$ cat config.mk
export PLATFORM = sky130hd
export DESIGN_NAME = tx_framer_flat
export DESIGN_NICKNAME = d
export VERILOG_FILES = /design/src/rtl/tx_framer_if.sv /design/src/rtl/tx_framer.sv /design/src/flat_wrapper.sv
export SDC_FILE = /design/constraint.sdc
export NUM_CORES = 1
export LEC_CHECK = 0
export ABC_AREA = 1
export CAP_MARGIN = 20
export CORE_ASPECT_RATIO = 1.75
export CORE_MARGIN = 8
export CORE_UTILIZATION = 25
export CTS_BUF_LIST = sky130_fd_sc_hd__clkbuf_8
export CTS_CLUSTER_SIZE = 24
export DETAILED_ROUTE_END_ITERATION = 16
export PLACE_DENSITY = 0.47
export SLEW_MARGIN = 20
export SYNTH_ARGS = -nofsm -noshare
export SYNTH_HDL_FRONTEND = slang
export SYNTH_SLANG_ARGS = --single-unit
export TNS_END_PERCENT = 50
$ cat constraint.sdc
create_clock -name clk -period 2.4 [get_ports clk]
set_clock_uncertainty 0.15 [all_clocks]
set_input_delay 0.6 -clock clk [delete_from_list [all_inputs] [get_ports clk]]
set_output_delay 0.6 -clock clk [all_outputs]
set_load 0.01 [all_outputs]
$ cat src/rtl/tx_framer_if.sv
// Character-input handshake between the CPU side and tx_framer.
// The master drives characters; the slave (the framer) answers with in_ready.
interface tx_framer_if;
   logic [6:0] in_data;
   logic       in_last;
   logic       in_valid;
   logic       in_ready;

   modport master (
      output in_data,
      output in_last,
      output in_valid,
      input  in_ready
   );

   modport slave (
      input  in_data,
      input  in_last,
      input  in_valid,
      output in_ready
   );
endinterface

$ cat src/rtl/tx_framer.sv
// tx_framer: buffers CPU characters in a FIFO and emits each message on the
// 7-bit line tx as 00 (start marker), payload characters, then 7F (idle).
// Optional feature macro TXF_SUBST_EN: when defined, illegal characters
// (00 or 7F) are stored as SUBST_CHAR; otherwise they are stored as 00 and
// show up on the line as a fill cycle.
module tx_framer #(
   parameter int         DEPTH      = 8,
   parameter logic [6:0] SUBST_CHAR = 7'h3F
) (
   input  logic          clk,
   input  logic          reset,
   tx_framer_if.slave    in_if,
   input  logic          err_clr,
   output logic [6:0]    tx,
   output logic          busy,
   output logic          err
);

   localparam int AW = (DEPTH > 1) ? $clog2(DEPTH) : 1;
   localparam int CW = AW + 1;

   localparam logic [6:0] CHAR_START = 7'h00;
   localparam logic [6:0] CHAR_IDLE  = 7'h7F;

`ifdef TXF_SUBST_EN
   localparam logic [6:0] ILLEGAL_STORE = SUBST_CHAR;
`else
   // Substitute character is masked off so illegal characters become fill cycles.
   localparam logic [6:0] ILLEGAL_STORE = SUBST_CHAR & 7'h00;
`endif

   // S_LAST is the frame cycle carrying the final character; the line is
   // still busy there and returns to idle unconditionally on the next edge,
   // which guarantees the 7F gap between back-to-back frames.
   typedef enum logic [1:0] {
      S_IDLE,
      S_START,
      S_DATA,
      S_LAST
   } state_t;

   state_t          state_q, state_d;
   logic [6:0]      tx_q, tx_d;
   logic            busy_q, busy_d;
   logic            err_q, err_d;
   logic [AW-1:0]   wr_ptr_q, wr_ptr_d;
   logic [AW-1:0]   rd_ptr_q, rd_ptr_d;
   logic [CW-1:0]   count_q, count_d;
   logic [7:0]      mem_q [DEPTH];

   logic            full;
   logic            empty;
   logic            push;
   logic            pop;
   logic            illegal;
   logic [7:0]      wr_entry;
   logic [7:0]      rd_entry;

   assign full     = (count_q == CW'(DEPTH));
   assign empty    = (count_q == '0);
   assign in_if.in_ready = !reset && !full;
   assign push     = in_if.in_valid && in_if.in_ready;
   assign illegal  = (in_if.in_data == CHAR_START) || (in_if.in_data == CHAR_IDLE);
   assign rd_entry = mem_q[rd_ptr_q];

   assign tx   = tx_q;
   assign busy = busy_q;
   assign err  = err_q;

   // Build the FIFO entry {last, char}, replacing illegal characters.
   always_comb begin
      wr_entry = {in_if.in_last, in_if.in_data};
      if (illegal) begin
         wr_entry = {in_if.in_last, ILLEGAL_STORE};
      end
   end

   // Frame sequencing: choose the next state and the line value it shows.
   always_comb begin
      state_d = state_q;
      tx_d    = tx_q;
      busy_d  = busy_q;
      pop     = 1'b0;
      case (state_q)
         S_IDLE: begin
            if (!empty) begin
               state_d = S_START;
               tx_d    = CHAR_START;
               busy_d  = 1'b1;
            end else begin
               tx_d    = CHAR_IDLE;
               busy_d  = 1'b0;
            end
         end
         S_START, S_DATA: begin
            busy_d = 1'b1;
            if (!empty) begin
               pop     = 1'b1;
               tx_d    = rd_entry[6:0];
               state_d = rd_entry[7] ? S_LAST : S_DATA;
            end else begin
               tx_d    = CHAR_START;
               state_d = S_DATA;
            end
         end
         S_LAST: begin
            state_d = S_IDLE;
            tx_d    = CHAR_IDLE;
            busy_d  = 1'b0;
         end
         default: begin
            state_d = S_IDLE;
            tx_d    = CHAR_IDLE;
            busy_d  = 1'b0;
         end
      endcase
   end

   // FIFO pointer and occupancy bookkeeping; pointers wrap modulo DEPTH.
   always_comb begin
      wr_ptr_d = wr_ptr_q;
      rd_ptr_d = rd_ptr_q;
      count_d  = count_q;
      if (push) begin
         wr_ptr_d = wr_ptr_q + AW'(1);
      end
      if (pop) begin
         rd_ptr_d = rd_ptr_q + AW'(1);
      end
      case ({push, pop})
         2'b10:   count_d = count_q + CW'(1);
         2'b01:   count_d = count_q - CW'(1);
         default: count_d = count_q;
      endcase
   end

   // Sticky error flag; a new illegal accept wins over a clear.
   always_comb begin
      err_d = err_q;
      if (push && illegal) begin
         err_d = 1'b1;
      end else if (err_clr) begin
         err_d = 1'b0;
      end
   end

   // Control registers; reset flushes the FIFO and forces the line idle.
   always_ff @(posedge clk or posedge reset) begin
      if (reset) begin
         state_q  <= S_IDLE;
         tx_q     <= CHAR_IDLE;
         busy_q   <= 1'b0;
         err_q    <= 1'b0;
         wr_ptr_q <= '0;
         rd_ptr_q <= '0;
         count_q  <= '0;
      end else begin
         state_q  <= state_d;
         tx_q     <= tx_d;
         busy_q   <= busy_d;
         err_q    <= err_d;
         wr_ptr_q <= wr_ptr_d;
         rd_ptr_q <= rd_ptr_d;
         count_q  <= count_d;
      end
   end

   // FIFO storage; contents need no reset because occupancy gates reads.
   always_ff @(posedge clk) begin
      if (push) begin
         mem_q[wr_ptr_q] <= wr_entry;
      end
   end

endmodule

$ cat src/flat_wrapper.sv
// flat-port wrapper written by rule: the top's interface ports become plain ports
module tx_framer_flat 
#(
   parameter int         DEPTH      = 8,
   parameter logic [6:0] SUBST_CHAR = 7'h3F
)
  (clk, reset, err_clr, tx, busy, err, in_if_in_data, in_if_in_last, in_if_in_valid, in_if_in_ready);
  tx_framer_if in_if_i ();
  input  logic clk;
  input  logic reset;
  input  logic err_clr;
  output logic [6:0] tx;
  output logic busy;
  output logic err;
  input wire logic [$bits(in_if_i.in_data)-1:0] in_if_in_data;
  input wire logic [$bits(in_if_i.in_last)-1:0] in_if_in_last;
  input wire logic [$bits(in_if_i.in_valid)-1:0] in_if_in_valid;
  output wire logic [$bits(in_if_i.in_ready)-1:0] in_if_in_ready;
  assign in_if_i.in_data = in_if_in_data;
  assign in_if_i.in_last = in_if_in_last;
  assign in_if_i.in_valid = in_if_in_valid;
  assign in_if_in_ready = in_if_i.in_ready;
  tx_framer #(.DEPTH(DEPTH), .SUBST_CHAR(SUBST_CHAR)) u_core (.clk(clk), .reset(reset), .in_if(in_if_i), .err_clr(err_clr), .tx(tx), .busy(busy), .err(err));
endmodule
== Word level (Yosys, flattened, before mapping) ==
Memories as Yosys holds them, arrays and structs flattened.
Index checks and enable logic that the tools add are counted.

* Register bits: 21
* Memory bits (writable): 64
* Input port bits: 12
* Memories: 1

{| class="wikitable"
|+ Memory list
! memory !! depth !! bits a word !! rd ports !! clocked after memory_dff !! write ports !! RTL line !! RTL
|-
| u_core.mem_q || 8 || 8 || 1 || 0 || 1 || tx_framer.sv:49 || <nowiki>logic [7:0] mem_q [DEPTH];</nowiki>
|}

* Add/sub/neg operators: 4
* Equality and inequality tests: 8
* Multiplexer cells: 16
* Reduce and logical (&&, ||, !) cells: 12

{| class="wikitable"
|+ Operators with widths
! cell !! count
|-
| two-way mux 7 bit || 3
|-
| case mux 7 bit (3 select lines) || 1
|-
| case mux 4 bit (2 select lines) || 1
|-
| == test 7 bit, second input constant || 1
|-
| zero test 7 bit || 1
|-
| two-way mux 1 bit || 7
|-
| adder 3 x 1 -> 3 bit, second input constant || 2
|-
| == test 2 bit, second input constant || 3
|-
| case mux 2 bit (3 select lines) || 1
|-
| adder 4 x 1 -> 4 bit, second input constant || 1
|-
| == test 2 x 1 -> 1 bit, second input constant || 2
|-
| == test 4 bit, second input constant || 1
|-
| zero test 4 bit || 1
|-
| two-way mux 2 bit || 2
|-
| nonzero test 2 bit || 2
|-
| subtractor 4 x 1 -> 4 bit, second input constant || 1
|-
| logical AND 1 bit || 3
|-
| case mux 1 bit (3 select lines) || 1
|-
| zero test 1 bit || 2
|-
| zero test 2 bit || 1
|-
| inequality test 2 bit, second input constant || 1
|-
| OR reduction 2 bit || 1
|-
| logical OR 1 bit || 1
|}

== Longest topological paths before layout ==
* Depth after elaboration: 6
* Gate-level depth with buffers: 12
* Gate-level depth less buffers: 11

== Worst setup path after synthesis ==
OpenSTA, ideal clock, no wires.

* Kind: input -> register
* From: in reset
* To: reg u_core.count_q[2]
* Library setup time: 0.128 ns
* Arrival: 2.299 ns
* Slack: -0.177 ns
* Cell stages on the path: 8
* Path buffers: 0
* Cells stage by stage: inv_1 nand3_1 ha_1 xor2_1 ha_1 a21oi_1 xor2_1 o21ai_0

* Longest elaborated chain between the ends: 5
* Elaborated cells on any way between the ends: 7
* Classes of those cells: eq/ne: 2; mux: 1; reduce/logical: 4

{| class="wikitable"
|+ Ends and longest elaborated chain
! element !! RTL line !! RTL
|-
| from (decl) || flat_wrapper.sv:10 || <nowiki>input logic reset;</nowiki>
|-
| zero test 1 bit * || tx_framer.sv:61 || <nowiki>assign in_if.in_ready = !reset && !full;</nowiki>
|-
| logical AND 1 bit * || tx_framer.sv:61 ||
|-
| logical AND 1 bit * || tx_framer.sv:62 || <nowiki>assign push = in_if.in_valid && in_if.in_ready;</nowiki>
|-
| == test 2 x 1 -> 1 bit / == test 2 bit (equally long branches) || tx_framer.sv:130 || <nowiki>case ({push, pop})</nowiki>
|-
| case mux 4 bit (2 select lines) / nonzero test 2 bit (equally long branches) || - ||
|-
| to (signal assigned) || tx_framer.sv:164 || <nowiki>count_q <= count_d;</nowiki>
|-
| to (decl) || tx_framer.sv:48 || <nowiki>logic [CW-1:0] count_q, count_d;</nowiki>
|}

Mark *: on every way between the ends. The rest lies on a longest branch, timed or not.
A chain may end at the register's enable or synchronous reset.

== Final worst setup path ==
* From: in reset
* To: out in_if_in_ready

* Longest elaborated chain between the ends: 2

{| class="wikitable"
|+ Ends and longest elaborated chain
! element !! RTL line !! RTL
|-
| zero test 1 bit || tx_framer.sv:61 ||
|-
| logical AND 1 bit || tx_framer.sv:61 ||
|-
| to (decl) || flat_wrapper.sv:18 || <nowiki>output wire logic [$bits(in_if_i.in_ready)-1:0] in_if_in_ready;</nowiki>
|}

No other way between the ends.

==> metrics.md <==
| Metric | Value |
|---|---|
| Avg WL per Cell | `approximately 14 um` |
| Fmax | `430 MHz` |
| Cell taking the most area after synthesis | `edfxtp_1` |
| M1 GR Usage | `0.0957` |
| Setup TNS | `0 ns` |
| Die ar. | `just under 20000 sq um` |
| Crit path required time | `approximately 1.7 ns` |
| Remaining DRCs | `0` |
| Met3 Use GR | `0.0215` |
| Final period utilization | `0.970` |
| Unrepaired setup endpoints after global routing | `false` |
| DP HPWL | `between 5 and 6 mm` |
| Syn_nets | `slightly above 400` |
| Detail Route Antenna Nets | `0` |
| Top-area cell type share of the netlist area | `0.497` |
| CTS Sinks | `85` |
| Final hold vios | `0` |
| H-tree levels | `3` |
| Max-cap viol count | `0` |
| Initial antenna violation count | `0` |
| Die height | `around 180 um` |
| DP Worst Slack | `-0.224 ns` |
| Slew Viols, Final | `0` |
| Most Crowded Layer GR | `met2` |
| Routability cong. | `about 0.84` |
| Post-Syn Instances | `390` |
| Synthesis-to-finish area growth | `20.7%` |
| Gate power share | `0.406` |
| Multi-input logic area | `approximately 1100 sq um` |
| Crit-path max FO | `2` |
| Critical Path Start Type | `primary input` |
| Fin crit period | `2.33 ns` |
| Critical Path End Type | `output pin` |
| Final #Nets | `roughly 460` |
| Via count | `2667` |
| Count of state elements after synthesis | `85` |
| Total I/O pin count | `22` |
| Syn_area_per_cell | `9.92 sq um` |
| Core Rows | `60` |
| Most instantiated cells after synthesis | `nand2_1 (114), edfxtp_1 (64), inv_1 (63)` |
| Flop pwr share | `0.370` |
| Postcts setup bufs | `0` |
| Vias in the first global route | `between 2000 and 3000` |
| Mapped cell area | `about 3900 sq um` |
| Fillers | `1555` |
| Total leakage power | `2.05 nW` |
| First drt pass iteration count | `4` |
| Pin count of the biggest net entering global routing | `35` |
| CTS Buffer Depth | `2` |
| Clock slew at reported path FFs | `approximately 0.08 ns` |
| Clock group share of total power | `0.224` |
| Register area share after synthesis | `0.635` |
| Final WS setup | `slightly above 0.07 ns` |
| Synth async-reset ratio | `0.247` |
| # port buffers | `21` |
| Slew HR | `0.638` |
| Sw frac | `0.375` |
| Crit Path Category | `primary input to output pin` |
| First-pass GRT wire length | `between 10 and 15 mm` |
| Congestion Overflow GR | `0` |
| Synth unique cells | `26` |
| Initial Utilization | `0.254` |
| HP Class | `register to register` |
| Clock Latency Late Sink | `0.36 ns` |
| Core Area | `15200 sq um` |
| Measured slew at the worst slew-check pin | `around 0.54 ns` |
| # setup viols final | `0` |
| Register area | `around 2500 sq um` |
| Main synth FF type | `edfxtp_1` |
| M2 GR Usage | `0.165` |
| Root buffer cell | `clkbuf_8` |
| Layout cell share with drive strength beyond 1 | `0.125` |
| CP arrival | `~1.6 ns` |
| Most frequent cell after synthesis | `nand2_1` |
| CTS buffer count | `9` |
| YS warnings | `0` |
| CTS tree | `built` |
| Total GRT Usage | `0.0920` |
| Power per cell area | `1190 nW/um^2` |
| Post-synth EDFFs | `64` |
| Die W | `around 110 um` |
| IR drop worst, VDD | `slightly above 0.0004 V` |
| Number of diodes | `0` |
| Status | `finished clean` |
| Iteration-0 DRC Markers | `approximately 160` |
| DR vias/cell | `between 4 and 5` |
| Synth top area cells | `edfxtp_1 (50%), nand2_1 (11%), dfrtp_1 (9.1%)` |
| Internal Power | `approximately 3.5 mW` |
| Psw | `~2.1 mW` |
| Total Routed Length | `roughly 8.5 mm` |
## cell usage in the layout (no fill, tap or decap)
cell type        synthesis  routed
nand2_1                114     114
edfxtp_1                64      64
inv_1                   63      63
nand3_1                 50      50
buf_4                    6      25
nor2_1                  22      22
clkdlybuf4s50_1          0      20
dfrtp_1                 14      14
clkbuf_8                 0      10
o21ai_0                  8       8
ha_1                     8       8
dfstp_2                  7       7
xor2_1                   6       6
nand4_1                  4       4
inv_2                    3       3
bufinv_16                0       3
clkinvlp_4               0       2
a21oi_1                  2       2
o22ai_1                  2       2
clkinv_1                 2       2
o211ai_1                 2       2
nor2_2                   1       1
or2_4                    1       1
xnor2_1                  1       1
nand3_2                  1       1
nor2_4                   1       1
a31oi_1                  1       1
o21a_1                   1       1
inv_6                    0       1
dlygate4sd2_1            0       1
## final timing paths
path | start | endpoint | slack (ns) | depth (start not counted)
worst max-delay path | reset | in_if_in_ready | 0.07 | 3
worst min-delay path | u_core.state_q[1] | u_core.state_q[1] | 0.38 | 1
worst max register to register | u_core.state_q[0] | u_core.count_q[2] | 0.26 | 10
worst min register to register | u_core.state_q[1] | u_core.state_q[1] | 0.38 | 1
max in group asynchronous | reset | u_core.tx[4] | 1.25 | 3
min in group asynchronous | reset | u_core.count_q[3] | 0.55 | 3
## critical path, cell delays in order
cell and delay, ns:
clkdlybuf4s50_1 0.47, a31oi_1 0.21, dlygate4sd2_1 0.30
## sequential cells by signal (all words and copies together) (netlist names)
register / flops
u_core.mem_q: 64
u_core.tx: 7
u_core.count_q: 4
u_core.busy: 1
u_core.err: 1
u_core.wr_ptr_q: 3
u_core.rd_ptr_q: 3
u_core.state_q: 2
## metrics by stage
| stage | cells | hold slack, ns | total power [mW] | cell area [sq um] | util |
|---|---|---|---|---|---|
| after CTS | 626 | 0.384 | 5.63 | 4670 | 0.306 |
| final | 626 | 0.379 | 5.54 | 4670 | 0.306 |
| after global routing | 626 | 0.435 | 6.01 | 4670 | 0.306 |
| after detailed placement | 610 | 0.365 | 4.36 | 4420 | 0.290 |
| after global placement | 610 | 0.361 | 4.31 | 4420 | 0.290 |
| after floorplan | 390 | 0.311 | 3.70 | 3870 | - |
## logic make-up after synthesis
family | count (synthesis) | synth area share
XOR/XNOR | 7 | 0.0159
AO/OA/AOI/OAI | 16 | 0.0236
AND/OR/NAND/NOR | 194 | 0.213
buffers and inverters | 80 | 0.0870
adder cells (fa/ha/maj) | 8 | 0.0259
flip-flops | 85 | 0.635
## power by group through the flow
stage               sequential, mW  clock [mW]  combinational, mW
floorplan                     2.06           0               1.64
global placement              2.07           0               2.23
detailed placement            2.08           0               2.28
CTS                           2.05        1.28               2.29
global route                  2.08        1.34               2.59
finish                        2.05        1.24               2.25
## cell type report
class,instances,area share
flip-flops and latches,85,0.526
multi-input cells,225,0.230
repair buffers,46,0.0850
inverters,68,0.0555
well taps,186,0.0499
clock buffers,10,0.0295
clock inverters,6,0.0236
## timing repair
action,4_1_cts,5_1_grt
hold buffers,0,0
gates resized for setup,1,0
endpoints found under the setup margin,1,0
## routing by layer
metal,vias to the layer above,share of wire
met4,0,0.022
met3,13,0.041
li1,1342,-
met1,1262,0.38
met2,50,0.55
met5,-,0
(Power assumes the default switching activity.)
==> patch, RTL diff (same settings) <==
Register the output `err` once more; this adds one clock of latency there. The other outputs are not delayed to match.
--- a/src/rtl/tx_framer.sv
+++ b/src/rtl/tx_framer.sv
@@ -65,7 +65,9 @@
 
    assign tx   = tx_q;
    assign busy = busy_q;
-   assign err  = err_q;
+   always_ff @(posedge clk) begin
+      err <= err_q;
+   end
 
    // Build the FIFO entry {last, char}, replacing illegal characters.
    always_comb begin
Check against the original RTL: not equivalent (a bounded check fails within 4 cycles, from zero or initial values and one cycle with reset high).
==> patch against the original RTL <==
  * Worst setup slack better by 81 ps
  * Cell area about the same
  * Sequential cell count is 1 higher
  * Global-route usage down 0.11 points
  * Cell count is 0.64% higher
  * Power down 1.2%
  * Die area up 0.71%
  * Routed wire length grew 5.4%
  * Critical path depth up 7
  * Area after synthesis grew 0.81%
  * Largest cell class unchanged
  * Highest routed layer unchanged
==> patch: results (changes against the original RTL) <==
Finish
  – Inverters, non-clock: 70 (was 68)
  – Design area: 4670 µm² (about the same)
  – Multi-Input Combinational: 227 (was 225)
  – Layout cells sized above 1: 12.4% (was 12.5%)
  – Seq. cell area: 2480 µm² (was 2460 µm²)
  – Final clock-cell share: 4.50% (was 5.31%)
  – NumNets Final: 460 (was 455)

GRT
  – GR Util met2: 17.1% (was 16.5%)
  – Met1 Usage GRT: 8.74% (was 9.57%)
  – First-pass GRT wire length: 14100 µm (was 13700 µm)
  – GRT Total Usage: 9.10% (was 9.20%)
  – Met3 usage: 2.06% (was 2.15%)

Routing
  – WL met3: 274 µm (was 349 µm)
  – WL met1: 3320 µm (was 3240 µm)
  – Iteration-0 DRC Markers: 129 (was 164)

Critical path
  – Critical path's top delay family: adder cells (was buffers and inverters)
  – Peak fanout along the critical path: 3 (was 2)
  – Critical Path Max Stage Delay: 390 ps (was 470 ps)

Power and ir drop
  – Comb pwr share: 42.3% (was 40.6%)
  – LEAKAGE: 0.00206 µW (was 0.00205 µW)

Logic synthesis
  – Adder-cell share of the synthesized area: 2.57% (was 2.59%)
  – Synth cell count leaders: nand2_1 (119), inv_1 (65), edfxtp_1 (64), nand3_1 (52), nor2_1 (19) (was nand2_1 (114), edfxtp_1 (64), inv_1 (63), nand3_1 (50), nor2_1 (22))
  – Post-synthesis sequential area ratio: 63.5% (about the same)
  – FFs w/ async S/R, synth: 24.4% (was 24.7%)
  – Post-synthesis xor/xnor area fraction: 1.57% (was 1.59%)

Die
  – DIE AREA: 20000 µm² (was 19900 µm²)

Place
  – Post-DP HPWL: 6470 µm (was 5930 µm)
  – Dpl cell area: 4450 µm² (was 4420 µm²)

Outcome
  – Outcome: complete, no violations (unchanged)
-- patch: changes by cell type after synthesis --
cell and change:
a21oi_1 +1, dfxtp_1 +1, inv_1 +2, nand2_1 +5, nand3_1 +2, nor2_1 -3
o21a_1 -1, o21ai_0 -1, o22ai_1 -1
-- patch: final timing paths --
kind,from,to,slack [ps],cells past startpoint
setup / recovery,u_core.state_q[0],u_core.count_q[2],150,10
hold / removal,u_core.err_q,u_core.err,230,0
setup reg to reg,u_core.state_q[0],u_core.count_q[2],150,10
hold reg to reg,u_core.err_q,u_core.err,230,0
max in group asynchronous,reset,u_core.tx[0],1290,3
min in group asynchronous,reset,u_core.count_q[3],530,3
-- patch: what timing repair did --
| action | 4_1_cts | 5_1_grt |
|---|---|---|
| hold buffers | 0 | 0 |
| resized for setup | 1 | 1 |
| endpoints found under the setup margin | 1 | 1 |
